==> src/rtl/seg_scan_decoder.sv <==
// Receive side of a multiplexed 7-segment bus. Each {AN, SEG} pattern must stay stable for a
// programmable window before it is decoded into a per-slot register bank with frame strobes.
module seg_scan_decoder #(
    parameter int unsigned DIGITS        = 4,
    parameter int unsigned STABLE_CYCLES = 16
) (
    input  logic                  CLK,
    input  logic                  RST,
    input  logic [7:0]            SEG,
    input  logic [DIGITS-1:0]     AN,
    output logic [4*DIGITS-1:0]   DIGIT_VAL,
    output logic [DIGITS-1:0]     BLANK,
    output logic [DIGITS-1:0]     DIG_ERR,
    output logic [DIGITS-1:0]     DP,
    output logic                  FRAME_VALID
);

    localparam int unsigned SW = DIGITS + 8;
    localparam logic [7:0] CntHeld  = 8'(STABLE_CYCLES);
    localparam logic [7:0] CntArmed = 8'(STABLE_CYCLES - 1);

    typedef enum logic [1:0] {StWait, StArmed, StHeld} state_e;

    logic [SW-1:0]         sample_q, sample_d;
    logic [7:0]            cnt_q, cnt_d;
    logic [DIGITS-1:0]     mask_q, mask_d;
    logic [4*DIGITS-1:0]   val_q, val_d;
    logic [DIGITS-1:0]     blank_q, blank_d;
    logic [DIGITS-1:0]     err_q, err_d;
    logic [DIGITS-1:0]     dp_q, dp_d;
    logic                  fv_q, fv_d;

    logic [SW-1:0]         in_word;
    logic                  same;
    state_e                state;
    logic [3:0]            low_cnt;
    logic                  an_valid;
    logic [DIGITS-1:0]     slot_oh;
    logic                  capture;
    logic [3:0]            code;
    logic                  code_blank;
    logic                  code_err;
    logic [DIGITS-1:0]     mask_next;

    assign in_word = {AN, SEG};
    assign same    = (in_word == sample_q);
    assign slot_oh = ~AN;

    // Control state is a pure function of the run counter; no separate state register needed.
    always_comb begin
        state = StWait;
        if (cnt_q == CntHeld) begin
            state = StHeld;
        end else if (cnt_q == CntArmed) begin
            state = StArmed;
        end
    end

    always_comb begin
        low_cnt = 4'd0;
        for (int i = 0; i < int'(DIGITS); i++) begin
            low_cnt = low_cnt + {3'b000, slot_oh[i]};
        end
        an_valid = (low_cnt == 4'd1);
    end

    assign capture = same && (state == StArmed) && an_valid;

    always_comb begin
        code       = 4'hE;
        code_blank = 1'b0;
        code_err   = 1'b0;
        case (SEG[7:1])
            7'b0000001: code = 4'd0;
            7'b1001111: code = 4'd1;
            7'b0010010: code = 4'd2;
            7'b0000110: code = 4'd3;
            7'b1001100: code = 4'd4;
            7'b0100100: code = 4'd5;
            7'b0100000: code = 4'd6;
            7'b0001111: code = 4'd7;
            7'b0000000: code = 4'd8;
            7'b0000100: code = 4'd9;
            7'b1111111: begin
                code       = 4'hF;
                code_blank = 1'b1;
            end
            default: begin
                code     = 4'hE;
                code_err = 1'b1;
            end
        endcase
    end

    always_comb begin
        sample_d = sample_q;
        cnt_d    = cnt_q;
        if (!same) begin
            sample_d = in_word;
            cnt_d    = 8'd0;
        end else if (state != StHeld) begin
            cnt_d = cnt_q + 8'd1;
        end
    end

    always_comb begin
        val_d     = val_q;
        blank_d   = blank_q;
        err_d     = err_q;
        dp_d      = dp_q;
        mask_d    = mask_q;
        fv_d      = 1'b0;
        mask_next = mask_q | slot_oh;
        if (capture) begin
            for (int i = 0; i < int'(DIGITS); i++) begin
                if (slot_oh[i]) begin
                    val_d[4*i +: 4] = code;
                    blank_d[i]      = code_blank;
                    err_d[i]        = code_err;
                    dp_d[i]         = ~SEG[0];
                end
            end
            // Completing slot starts the next frame with an empty mask.
            if (&mask_next) begin
                fv_d   = 1'b1;
                mask_d = '0;
            end else begin
                mask_d = mask_next;
            end
        end
    end

    always_ff @(posedge CLK) begin
        if (RST) begin
            sample_q <= {{DIGITS{1'b1}}, 8'hFF};
            cnt_q    <= 8'd0;
            mask_q   <= '0;
            val_q    <= {DIGITS{4'hF}};
            blank_q  <= '1;
            err_q    <= '0;
            dp_q     <= '0;
            fv_q     <= 1'b0;
        end else begin
            sample_q <= sample_d;
            cnt_q    <= cnt_d;
            mask_q   <= mask_d;
            val_q    <= val_d;
            blank_q  <= blank_d;
            err_q    <= err_d;
            dp_q     <= dp_d;
            fv_q     <= fv_d;
        end
    end

    assign DIGIT_VAL   = val_q;
    assign BLANK       = blank_q;
    assign DIG_ERR     = err_q;
    assign DP          = dp_q;
    assign FRAME_VALID = fv_q;

endmodule

==> config.mk <==
export PLATFORM = sky130hd
export DESIGN_NAME = seg_scan_decoder
export DESIGN_NICKNAME = d
export VERILOG_FILES = /design/src/rtl/seg_scan_decoder.sv
export SDC_FILE = /design/constraint.sdc
export NUM_CORES = 1
export LEC_CHECK = 0
export ABC_AREA = 1
export CORE_ASPECT_RATIO = 0.8
export CORE_UTILIZATION = 25
export DETAILED_ROUTE_END_ITERATION = 7
export GPL_ROUTABILITY_DRIVEN = 1
export GPL_TIMING_DRIVEN = 0
export PLACE_DENSITY = 0.44
export RECOVER_POWER = 50
export SYNTH_ARGS = -nofsm -noshare
export SYNTH_HDL_FRONTEND = slang
export SYNTH_SLANG_ARGS = --single-unit
==> constraint.sdc <==
create_clock -name CLK -period 4.1 [get_ports CLK]
set_clock_uncertainty 0.05 [all_clocks]
set_input_delay 0.82 -clock CLK [delete_from_list [all_inputs] [get_ports CLK]]
set_output_delay 0.82 -clock CLK [all_outputs]
set_load 0.005 [all_outputs]
* After elaboration in Yosys (flattened, before gate mapping) *
Cells that the tools add are included.

cells by class
  add/subtract/negate cells = 4
  multiply operators = 0
  divide/modulo/power cells = 0
  magnitude comparators = 0
  equal/unequal tests = 16
  shift operators = 0
  mux-type cells = 7
  bitwise logic cells = 5
  reduce and logical (&&, ||, !) cells = 11

operators by type and width
  kind                   count
  $pmux W4 S11           1
  $eq A7 B7 Y1 const B   3
  $eq A7 B3 Y1 const B   2
  $eq A7 B6 Y1 const B   2
  $eq A12 B12 Y1         1
  $reduce_or A11 Y1      1
  $add A8 B1 Y8 const B  1
  $eq A8 B4 Y1 const B   1
  $eq A8 B5 Y1 const B   1
  $reduce_and A2 Y1      4
  $eq A7 B1 Y1 const B   1
  $eq A7 B4 Y1 const B   1
  $eq A7 B5 Y1 const B   1
  $logic_not A7 Y1       1
  $add A3 B1 Y4          1
  $eq A4 B1 Y1 const B   1
  $mux W1                4
  $mux W4                1
  $not A4 Y4             1
  $or A4 B4 Y4           1
  $reduce_and A4 Y1      1
  $reduce_or A2 Y1       2
  $add A2 B1 Y3          1
  $not A1 Y1             3
  other kinds (5)        6

word-level totals
  flip-flop bits (word level) = 53
  bits in latches = 0
  memory bits (writable) = 0
  memory bits (read-only) = 0
  input bits = 14
  output and inout bits = 29
  word-level logic and storage cells = 63
  memories kept = 0

* Depth between registers and ports, before layout *
  depth after elaboration = 8
  depth in mapped cells = 11
  mapped depth without buffers = 11

* Worst setup path after synthesis *
No wires, ideal clock.

  path type = in2reg
  start point = input port AN[0]
  end point = register val_q[0] (netlist: DIGIT_VAL[0])
  library setup time = 0.134 ns
  arrival = 2.747 ns
  data required time = 3.916 ns
  path slack = 1.169 ns
  cell stages on the path = 9
  path buffers = 0
  path through = fa_1 inv_1 ha_1 ha_1 nand3b_1 nor3_4 nand4_2 nand2_1 nand3_1

on the way
  cells in the longest elaborated chain, start to end = 7
  elaborated cells between the ends (all ways) = 9
  classes of those cells = add/sub (3); eq/ne (2); bitwise (1); reduce/logical (3)

RTL lines
  item                                  line  source
  start, declared                       10    input logic [DIGITS-1:0] AN,
  $not A4 Y4                            47    assign slot_oh = ~AN;
  $add A1 B1 Y2                         62    low_cnt = low_cnt + {3'b000, slot_oh[i]};
  $add A2 B1 Y3                         62
  $add A3 B1 Y4                         62
  $eq A4 B1 Y1                          64    an_valid = (low_cnt == 4'd1);
  $logic_and A1 B1 Y1                   67    assign capture = same && (state == StArmed) && an_valid;
  $reduce_and A2 Y1 (no source line) *  n/a
  end signal, assigned                  138   val_q <= {DIGITS{4'hF}};
  end signal, assigned                  147   val_q <= val_d;
  end, declared                         27    logic [4*DIGITS-1:0] val_q, val_d;

Mark *: on every way between the ends. The rest lies on a longest branch, timed or not.
A chain may end at the register's enable or synchronous reset.

* Final worst setup path *
  start point = input port AN[0]
  end point = register val_q[3] (netlist: DIGIT_VAL[3])

The elaborated chain is that of the path after synthesis.

==> impl_metrics.py <==
metrics = {
    "run_status": {
        "result_of_the_run": "complete, no violations",
    },
    "route": {
        "drt-total-wl_um": 5970,
        "wl_per_cell_um": 11.0,
        "total_via_count_in_the_routed_design": 2223,
        "postRouteAntennaNets": 0,
        "via_per_inst": 4.10,
        "drt_drc": 0,
        "detail_route.first_pass.iterations": 4,
        "dr.first_iter.drc_count": 105,
    },
    "die": {
        "fp-row-count": 32,
        "floorplan.initialDensity_pct": 25.8,
        "die_w_um": 114,
        "pin_count": 43,
        "die_height_um": 91.2,
        "floorplan.die_area_sq_um": 10400,
        "floorplan.core_area_sq_um": 9650,
    },
    "sta": {
        "period_minus_slack_ns": 3.55,
        "max_clock_freq_mhz": 282,
        "final.hold.worst_slack_ns": 0.424,
        "totalNegativeSetupSlack_ns": 0,
        "normalized_max_slew_margin_pct": 69.1,
        "setup_ws_ns": 0.552,
        "rsz0062_at_grt": "false",
        "least_margin_pin_slew_ns": 0.464,
        "timing.final.crit_share_pct": 86.5,
        "drv_slew": 0,
        "setup-violations-final": 0,
        "timing.final.hold_violations": 0,
    },
    "place": {
        "placedCellCount": 534,
        "port_buf_inserts": 42,
        "preCtsSetupSlack_ns": 0.224,
        "gp_congestion": 0.767,
        "dp_hpwl_um": 4710,
        "dpl-instance-area_sq_um": 3080,
    },
    "grt": {
        "first_global_vias": 2157,
        "grt_usage_pct": 12.7,
        "grt_use_met2_pct": 19.8,
        "met3_usage_pct": 2.94,
        "groute.layer.met1.usage_pct": 17.8,
        "grt_max_degree": 17,
        "grt.overflow.total": 0,
        "globalRoute.busiestLayer": "met2",
        "grt_antenna_before_repair": 0,
        "first_pass_grt_wire_length_um": 10400,
    },
    "clock_network": {
        "tritoncts_num_sinks": 53,
        "cts_buffer_depth": 2,
        "cts.clk_slew.worst_paths_ns": 0.06,
        "clockRootBuffer": "clkbuf_16",
        "cts_made_buffers": 5,
        "postCtsSetupRepairBufs": 0,
        "count_of_hold_fix_buffers_inserted_at_cts": 0,
        "cts_resized": 0,
        "worstSkewPairLatency_ns": 0.29,
        "cts-htree-levels": 2,
        "cts_tree": "done",
    },
    "synth": {
        "post_synth_instance_area_sq_um": 2490,
        "synth_seq_area_share_pct": 42.7,
        "count_of_distinct_cell_types_in_the_synthesized_netlist": 26,
        "syn_area_per_cell_sq_um": 6.99,
        "postSynthRegisterBits": 53,
        "post_synthesis_cell_count": 356,
        "synth_fp_nets": 375,
        "yosys_warnings": 0,
    },
    "pwr": {
        "vdd_ir_drop_max_mv": 0.148,
        "leakage_dissipation_uw": 0.00148,
        "power_per_cell_area_nw_per_um2": 322,
    },
    "layout": {
        "drive_gt1_share_pct": 8.62,
        "area.growth.synth_to_final_pct": 29.9,
        "mostFrequentLayoutCells": "nand2_1, dfxtp_1, inv_1",
        "n_antenna_cell": 0,
        "final_common_cell": "nand2_1",
        "design_area_sq_um": 3230,
        "num-nets-final": 424,
        "final_cells": 542,
    },
    "worst_setup_path": {
        "worst_ep_required_time_ns": 4.20,
        "timing.critical_path.arrival_ns": 3.65,
        "cp_max_fo": 10,
        "worst_setup_path_start_kind": "input pin",
        "r2r.worst_path.cells": 8,
        "critical_path_class": "in -> reg",
        "critical_path_endpoint_category": "flop",
    },
    "hold_path": {
        "min_path_cells": 2,
        "worst_hold_path_type": "reg -> reg",
    },
    "flow_run": {
        "cap_violations": 0,
    },
}
logic make-up (layout without fill, tap and decap cells):
kind of cell    after synthesis  in the layout  synth area share, %
xor+xnor                      7              7                 2.46
buf+inv                      56            106                 8.60
compound gates                6              6                 1.31
flops                        53             53                 42.7
fa+ha+maj                     5              5                 2.82
simple gates                229            229                 42.2
metal layers:
metal | up-vias | share of wire [%] | wire length (um)
li1 | 1190 | - | -
met1 | 981 | 51 | 3050
met2 | 46 | 43 | 2590
met3 | 6 | 4.8 | 286
met4 | 0 | 0.67 | 40
met5 | - | 0 | 0
synthesized netlist by cell type, drive strengths merged:
cell / instances / share of area, %
inv: 51 / 7.7
nand2: 129 / 20
a21oi: 4 / 0.80
xnor2: 5 / 1.8
nand4: 6 / 2.5
nand3: 30 / 6.5
clkbuf: 4 / 0.75
nor3b: 2 / 0.60
o22ai: 2 / 0.50
nor4: 1 / 0.25
nor2: 49 / 9.4
fa: 1 / 0.80
ha: 4 / 2.0
nand3b: 1 / 0.30
dfxtp: 53 / 43
clkinv: 1 / 0.15
nor3: 11 / 2.7
xor2: 2 / 0.70
registers in the layout, indices dropped and copies added (netlist names):
register     cells
FRAME_VALID      1
DP               4
mask_q           4
cnt_q            8
DIG_ERR          4
DIGIT_VAL       16
BLANK            4
sample_q        12
through the flow:
step,util (%),power (uW)
5_1_grt,33.5,1080
4_1_cts,33.5,1060
2_1_floorplan,-,584
3_3_place_gp,31.9,617
6_report,33.5,1040
3_5_place_dp,31.9,619
final cells by class:
class,count,area [sq um]
Clock buffer,6,139
Fill cell,1050,6420
Multi-Input combinational cell,247,1210
Tap cell,136,170
Sequential cell,53,1060
Timing Repair Buffer,42,420
Inverter,52,195
Clock inverter,2,13.8
Buffer,4,18.8
worst max-delay path, stage by stage:
cell	delay, ns
clkdlybuf4s50_1	0.55
fa_1	0.58
inv_1	0.04
ha_1	0.17
ha_1	0.27
nand3b_1	0.20
nor3_4	0.41
nand4_2	0.37
nand2_1	0.15
nand3_1	0.08
final timing paths:
path	to	slack [ns]	from
setup / recovery	DIGIT_VAL[3]$_SDFFE_PP1P_	0.55	AN[0]
hold / removal	DIGIT_VAL[6]$_SDFFE_PP1P_	0.42	DIGIT_VAL[6]$_SDFFE_PP1P_
setup reg to reg	DIGIT_VAL[3]$_SDFFE_PP1P_	2.10	cnt_q[1]$_SDFFE_PP0P_
hold reg to reg	DIGIT_VAL[6]$_SDFFE_PP1P_	0.42	DIGIT_VAL[6]$_SDFFE_PP1P_
power by group:
group	switching, uW	internal, uW
logic	51.9	30.1
registers	2.98	521
clock network	192	243
total	247	794
No activity file was read; power rests on OpenSTA's default activity.
